`config.mk`:
```
export PLATFORM = sky130hd
export DESIGN_NAME = flock_sequencer
export DESIGN_NICKNAME = d
export VERILOG_FILES = /design/src/rtl/flock_sequencer.sv
export SDC_FILE = /design/constraint.sdc
export NUM_CORES = 1
export LEC_CHECK = 0
export CORE_MARGIN = 2
export CORE_UTILIZATION = 40
export CTS_CLUSTER_SIZE = 30
export DETAILED_ROUTE_END_ITERATION = 10
export PLACE_DENSITY = 0.57
export SYNTH_ARGS = -nofsm -noshare
export SYNTH_HDL_FRONTEND = slang
export SYNTH_SLANG_ARGS = --single-unit
```
`constraint.sdc`:
```
create_clock -name clock -period 8.8 [get_ports clock]
set_input_delay 1.76 -clock clock [delete_from_list [all_inputs] [get_ports clock]]
set_output_delay 1.76 -clock clock [all_outputs]
set_load 0.005 [all_outputs]
```
`src/rtl/flock_sequencer.sv`:
```
// Per-frame erase/update/redraw plot sequencer for up to four duck sprites.
// Emits one adapter pixel per clock and owns bird positions and respawn LFSR.
module flock_sequencer #(
  parameter int NUM_BIRDS = 4,
  parameter int X_MAX = 159,
  parameter int Y_MAX = 119,
  parameter logic [2:0] DRAW_COLOUR = 3'b110,
  parameter logic [2:0] BG_COLOUR = 3'b000
) (
  input  logic       clock,
  input  logic       resetn,
  input  logic       frame_tick,
  input  logic       enable,
  output logic [7:0] x,
  output logic [6:0] y,
  output logic [2:0] colour,
  output logic       plot,
  output logic       busy,
  output logic       frame_done,
  output logic       overrun
);

  typedef enum logic [2:0] {
    IDLE, ERASE, UPDATE, DRAW, DONE
  } state_t;

  localparam logic [2:0] END_B = 3'(NUM_BIRDS);
  localparam logic signed [8:0] YM = 9'(Y_MAX);

  state_t     state;
  logic [7:0] lfsr;
  logic [2:0] b;
  logic [3:0] k;
  logic [7:0] bx   [NUM_BIRDS];
  logic [6:0] by   [NUM_BIRDS];
  logic [7:0] bx_n [NUM_BIRDS];
  logic [6:0] by_n [NUM_BIRDS];

  always_comb begin
    for (int i = 0; i < NUM_BIRDS; i++) begin
      bx_n[i] = bx[i];
      by_n[i] = by[i];
      if (enable) begin
        if (bx[i] == 8'(X_MAX)) begin
          bx_n[i] = 8'd0;
          by_n[i] = 7'd16 + {1'b0, lfsr[5:0] ^ 6'(i)};
        end else begin
          bx_n[i] = bx[i] + 8'd1;
        end
      end
    end
  end

  // UPDATE emits the first draw pixel, so it must see the new positions
  logic [7:0] cx;
  logic [6:0] cy;
  always_comb begin
    cx = 8'd0;
    cy = 7'd0;
    for (int i = 0; i < NUM_BIRDS; i++) begin
      if (3'(i) == b) begin
        cx = (state == UPDATE) ? bx_n[i] : bx[i];
        cy = (state == UPDATE) ? by_n[i] : by[i];
      end
    end
  end

  logic signed [8:0] dx, dy, sx, sy;
  always_comb begin
    case (k)
      4'd0:    begin dx = 9'sd0;  dy = 9'sd0;  end
      4'd1:    begin dx = 9'sd0;  dy = 9'sd1;  end
      4'd2:    begin dx = -9'sd1; dy = 9'sd0;  end
      4'd3:    begin dx = -9'sd2; dy = 9'sd0;  end
      4'd4:    begin dx = -9'sd3; dy = 9'sd0;  end
      4'd5:    begin dx = -9'sd4; dy = 9'sd0;  end
      4'd6:    begin dx = -9'sd5; dy = 9'sd0;  end
      4'd7:    begin dx = -9'sd3; dy = 9'sd1;  end
      4'd8:    begin dx = -9'sd3; dy = -9'sd1; end
      4'd9:    begin dx = -9'sd4; dy = 9'sd2;  end
      4'd10:   begin dx = -9'sd4; dy = -9'sd2; end
      4'd11:   begin dx = -9'sd5; dy = 9'sd3;  end
      default: begin dx = -9'sd5; dy = -9'sd3; end
    endcase
    sx = $signed({1'b0, cx}) + dx;
    sy = $signed({2'b0, cy}) + dy;
  end

  logic       vis;
  logic [7:0] ox;
  logic [6:0] oy;
  logic [2:0] oc;
  logic       last_k;
  always_comb begin
    vis = !sx[8] && !sy[8] && (sy <= YM);
    ox = vis ? sx[7:0] : 8'd0;
    oy = vis ? sy[6:0] : 7'd0;
    oc = 3'd0;
    if (vis) oc = (state == IDLE || state == ERASE) ? BG_COLOUR : DRAW_COLOUR;
    last_k = (k == 4'd12);
  end

  always_ff @(posedge clock or negedge resetn) begin
    if (!resetn) begin
      state <= IDLE;
      lfsr <= 8'hA5;
      b <= 3'd0;
      k <= 4'd0;
      x <= 8'd0;
      y <= 7'd0;
      colour <= 3'd0;
      plot <= 1'b0;
      busy <= 1'b0;
      frame_done <= 1'b0;
      overrun <= 1'b0;
      for (int i = 0; i < NUM_BIRDS; i++) begin
        bx[i] <= 8'(40 * i);
        by[i] <= 7'(16 + 24 * i);
      end
    end else begin
      lfsr <= {lfsr[6:0], lfsr[7] ^ lfsr[5] ^ lfsr[4] ^ lfsr[3]};
      if (frame_tick && busy) overrun <= 1'b1;
      x <= 8'd0;
      y <= 7'd0;
      colour <= 3'd0;
      plot <= 1'b0;
      frame_done <= 1'b0;
      case (state)
        IDLE: if (frame_tick) begin
          state <= ERASE;
          busy <= 1'b1;
          plot <= vis;
          x <= ox;
          y <= oy;
          colour <= oc;
          k <= 4'd1;
        end
        ERASE, DRAW: begin
          if (b == END_B) begin
            state <= (state == ERASE) ? UPDATE : DONE;
            frame_done <= (state == DRAW);
            b <= 3'd0;
            k <= 4'd0;
          end else begin
            plot <= vis;
            x <= ox;
            y <= oy;
            colour <= oc;
            b <= last_k ? b + 3'd1 : b;
            k <= last_k ? 4'd0 : k + 4'd1;
          end
        end
        UPDATE: begin
          state <= DRAW;
          for (int i = 0; i < NUM_BIRDS; i++) begin
            bx[i] <= bx_n[i];
            by[i] <= by_n[i];
          end
          plot <= vis;
          x <= ox;
          y <= oy;
          colour <= oc;
          k <= 4'd1;
        end
        DONE: begin
          state <= IDLE;
          busy <= 1'b0;
        end
        default: begin
          state <= IDLE;
          busy <= 1'b0;
        end
      endcase
    end
  end

endmodule

```
==> flow_summary.rst <==
.. list-table::
   :header-rows: 1

   * - Metric
     - Value
   * - # nets final
     - about 560
   * - Library cell contributing the largest single delay on the critical path
     - sky130_fd_sc_hd__nor4_4
   * - Synthesized area per cell
     - 10.6 um^2
   * - Core region area
     - 13,100 um^2
   * - Share of the synthesized area in the top cell type
     - 37.3%
   * - Final design area excluding fillers
     - 5990 um^2
   * - Post-synth EDFFs
     - 0
   * - Time the worst path needs with I/O delays and setup
     - 6.25 ns
   * - Number of DRC violations after detailed routing
     - 0
   * - Syn Inst Count
     - 499
   * - Antenna cell count
     - 0
   * - Width of the chip
     - 119 um
   * - Nets in the synthesized netlist
     - approximately 540
   * - Wirelength, routed
     - 11.7 mm
   * - Overflow left after global routing
     - 0
   * - Setup crit end kind
     - flip-flop
   * - # hold bufs at CTS
     - 0
   * - Largest area contributor in the synthesized netlist
     - sky130_fd_sc_hd__dfrtp_1
   * - Cell class contributing the biggest share of worst-path delay
     - simple AND/OR/NAND/NOR gates
   * - Power Internal
     - roughly 1.1 mW
   * - Post-synthesis xor/xnor area fraction
     - 4.96%
   * - Initial antenna violation count
     - 0
   * - Worst-path cell chain
     - clkdlybuf4s50_1, nand4bb_4, nor4_4, mux2_2, a221oi_1, nor3_1, ha_1, fa_1, a211oi_2, nor2_1, o311ai_1, mux2i_1, o21ai_1, nor4b_1
   * - Slew HR
     - a little over a third
   * - Length of the first detailed-routing pass in iterations
     - 4
   * - Ranking of synthesized cells by area
     - sky130_fd_sc_hd__dfrtp_1, sky130_fd_sc_hd__dfstp_2, sky130_fd_sc_hd__ha_1, sky130_fd_sc_hd__mux2_2, sky130_fd_sc_hd__xnor2_1
   * - Routability-driven placement congestion ratio
     - 0.911
   * - Share of cell area taken by muxes after synthesis
     - 6.49%
   * - Number of buffers on the longest clock path
     - 2
   * - Vias
     - 3,843
   * - Fin crit share
     - 71.0%
   * - Adder-Cell Fraction of Synth Area
     - 8.54%
   * - Cts repair resizes
     - 0
   * - Average detailed-routed wire length per instance
     - around 17 um
   * - Height of the die
     - roughly 120 um
   * - Largest incremental delay on the critical path
     - between 0.6 and 0.7 ns
   * - Most frequent cell after synthesis
     - sky130_fd_sc_hd__dfrtp_1
   * - Share of cells above drive strength 1
     - 14.3%
   * - Static leakage power
     - 2.69 nW
   * - Max frequency
     - roughly 0.16 GHz
   * - Clock insertion delay at the later pin of the skew report
     - 0.36 ns
   * - Setup crit start kind
     - input pin
   * - Post-detail-place hpwl
     - around 8.6 mm
   * - Cell chosen for the clock root
     - sky130_fd_sc_hd__clkbuf_16
   * - Type of the worst setup path
     - in2reg
   * - Worst reg-to-reg setup slack
     - ~4 ns
   * - H-tree levels
     - 3
   * - Mapped Area
     - between 5000 and 6000 um^2
   * - Total power divided by cell area
     - 315 nW/um^2
   * - Ys flop type
     - sky130_fd_sc_hd__dfrtp_1
   * - Clock tree skew after final layout
     - 0.00947 ns
   * - Max-cap viol count
     - 0
   * - Port Buf Inserts
     - 24
   * - Setup Viol. Count Final
     - 0
   * - Initial Utilization
     - between 40% and 50%
   * - Final design utilization
     - 45.8%
   * - Result of the run
     - finished clean
   * - Vias in the first global route
     - 3,897
   * - Max VDD drop
     - about 0.15 mV
   * - First-pass GRT wire length
     - between 15 and 20 mm
   * - All-Layer GR Usage
     - 17.7%
   * - Sw power
     - 764 uW
   * - Placed Instance Area
     - roughly 5700 um^2
   * - DRT antenna net count
     - 0
   * - Synth unique cells
     - 65
   * - Clock buffers created by TritonCTS
     - 9
   * - Setup fix buffers added after clock tree synthesis
     - 0
   * - DR iter-0 viols
     - roughly 260
   * - TritonCTS clock tree
     - done
   * - Register bit count reported by yosys
     - 98
   * - Proportion of synthesized flip-flops having asynchronous set or reset
     - 100%
   * - Total number of placement rows
     - 42
   * - Post-synthesis compound-gate area fraction
     - 14.3%
   * - Vias per cell
     - 5.50
   * - Sequential share of the synthesized area
     - 46.7%
   * - Arrival time at the worst endpoint
     - 6.48 ns
   * - Setup TNS
     - 0 ns
   * - Total Die Area
     - 14,200 um^2
   * - Count of endpoints failing hold in the final timing report
     - 0
   * - RSZ-0062 raised after global routing
     - no
   * - Largest family of logic cells by synthesized area
     - simple AND/OR/NAND/NOR gates
   * - Proportion of power drawn by the clock network
     - about a fifth
   * - Share of power burned in registers
     - between 30% and 40%
   * - Worst Path Max Fanout
     - 14
   * - Post-synthesis simple-gate area fraction
     - ~16%
   * - WP data required
     - 9.03 ns
   * - Largest net degree at the start of global routing
     - 78
   * - Net switching fraction of the power
     - 40.5%
   * - Part of the total power dissipated in combinational logic
     - ~47%
   * - Layout area overhead
     - 13.0%
   * - Type of the tightest min-delay check
     - reg2reg
   * - Total number of clock tree sinks
     - 98
   * - IO Pins
     - 26
   * - Buffers plus inverters on the worst setup path
     - 1
   * - Actual slew at the worst max-slew pin
     - 0.975 ns
   * - Most common library cells after synthesis
     - sky130_fd_sc_hd__dfrtp_1, sky130_fd_sc_hd__nor2_1, sky130_fd_sc_hd__nand2_1
   * - Fin. max-slew vios
     - 0
   * - Clock-pin transition on the worst setup and hold timing paths
     - around 0.07 ns
   * - Yosys synthesis warning count
     - 0
-- cells in the final DEF, fill, tap and decap left out, types with 3 or more instances in the layout --
cell type / instances
sky130_fd_sc_hd__nor3_1: 25
sky130_fd_sc_hd__nand4_1: 6
sky130_fd_sc_hd__xor2_1: 10
sky130_fd_sc_hd__mux2_2: 23
sky130_fd_sc_hd__and2_1: 5
sky130_fd_sc_hd__a21oi_1: 21
sky130_fd_sc_hd__a221o_1: 5
sky130_fd_sc_hd__and3_1: 6
sky130_fd_sc_hd__dfrtp_1: 79
sky130_fd_sc_hd__ha_1: 33
sky130_fd_sc_hd__nor2b_1: 6
sky130_fd_sc_hd__nor2_1: 37
sky130_fd_sc_hd__nand2_1: 36
sky130_fd_sc_hd__dfstp_2: 19
sky130_fd_sc_hd__xnor2_1: 20
sky130_fd_sc_hd__nand3b_1: 3
sky130_fd_sc_hd__clkbuf_16: 9
sky130_fd_sc_hd__o21a_1: 4
sky130_fd_sc_hd__a211oi_1: 5
sky130_fd_sc_hd__nor4_1: 3
sky130_fd_sc_hd__nor3b_1: 5
sky130_fd_sc_hd__clkdlybuf4s50_1: 23
sky130_fd_sc_hd__o21ai_0: 23
sky130_fd_sc_hd__a221oi_1: 5
sky130_fd_sc_hd__o221a_2: 3
sky130_fd_sc_hd__a22oi_1: 5
sky130_fd_sc_hd__mux2i_1: 7
sky130_fd_sc_hd__inv_1: 18
sky130_fd_sc_hd__buf_4: 4
sky130_fd_sc_hd__nand3_1: 13
sky130_fd_sc_hd__a21o_1: 5
sky130_fd_sc_hd__o22ai_1: 6
-- path summary, 6_finish.rpt --
check / end / startpoint / cells after the start
max: x[6] / enable / 14
max reg2reg: x[6] / state[2] / 13
min: lfsr[7] / lfsr[6] / 0
max in group asynchronous: by[22] / resetn / 2
min in group asynchronous: by[18] / resetn / 1
min reg2reg: lfsr[7] / lfsr[6] / 0
-- through the flow --
stage               hold WS (ns)  worst slack [ns]  cells  total power [mW]
finish                     0.362              2.55    699              1.89
global route               0.375              2.12    699              2.04
CTS                        0.365              2.59    699              1.91
detailed placement         0.340              2.21    683              1.49
global placement           0.345              2.34    683              1.48
floorplan                  0.333              3.71    499              1.24
-- power by group through the flow --
stage               sequential (mW)  clock [mW]  combinational, mW
finish                        0.594       0.404              0.889
global route                  0.604       0.432               1.01
CTS                           0.594       0.415              0.897
detailed placement            0.602           0              0.892
global placement              0.599           0              0.878
floorplan                     0.575           0              0.660
-- kinds of logic after synthesis --
family / Yosys count
and+or+nand+nor: 160
xor gates and xnor gates: 30
muxes: 31
buffers and inverters: 37
DFF: 98
AOI/OAI and AO/OA: 107
adders and majority gates: 35
other: 1
-- per-layer routing --
layer	routed length (um)	GRT usage, %
met2	5570	28.2
met5	0	0
met3	256	2.73
met1	5550	24.0
met4	289	7.66
-- area by class of cell --
type,count,area (um^2)
Fill cell,1228,7090
Multi-Input combinational cell,364,2670
Sequential cell,98,2480
Timing Repair Buffer,27,260
Clock buffer,10,229
Tap cell,176,220
Clock inverter,6,73.8
Inverter,18,67.6
-- flip-flops by register name, summed over array words and instances (netlist names) --
name / count
y: 7
x: 8
colour: 1
by: 28
lfsr: 8
state: 3
frame_done: 1
bx: 32
busy: 1
overrun: 1
plot: 1
k: 4
b: 3
Power figures use the tool's default switching activity.
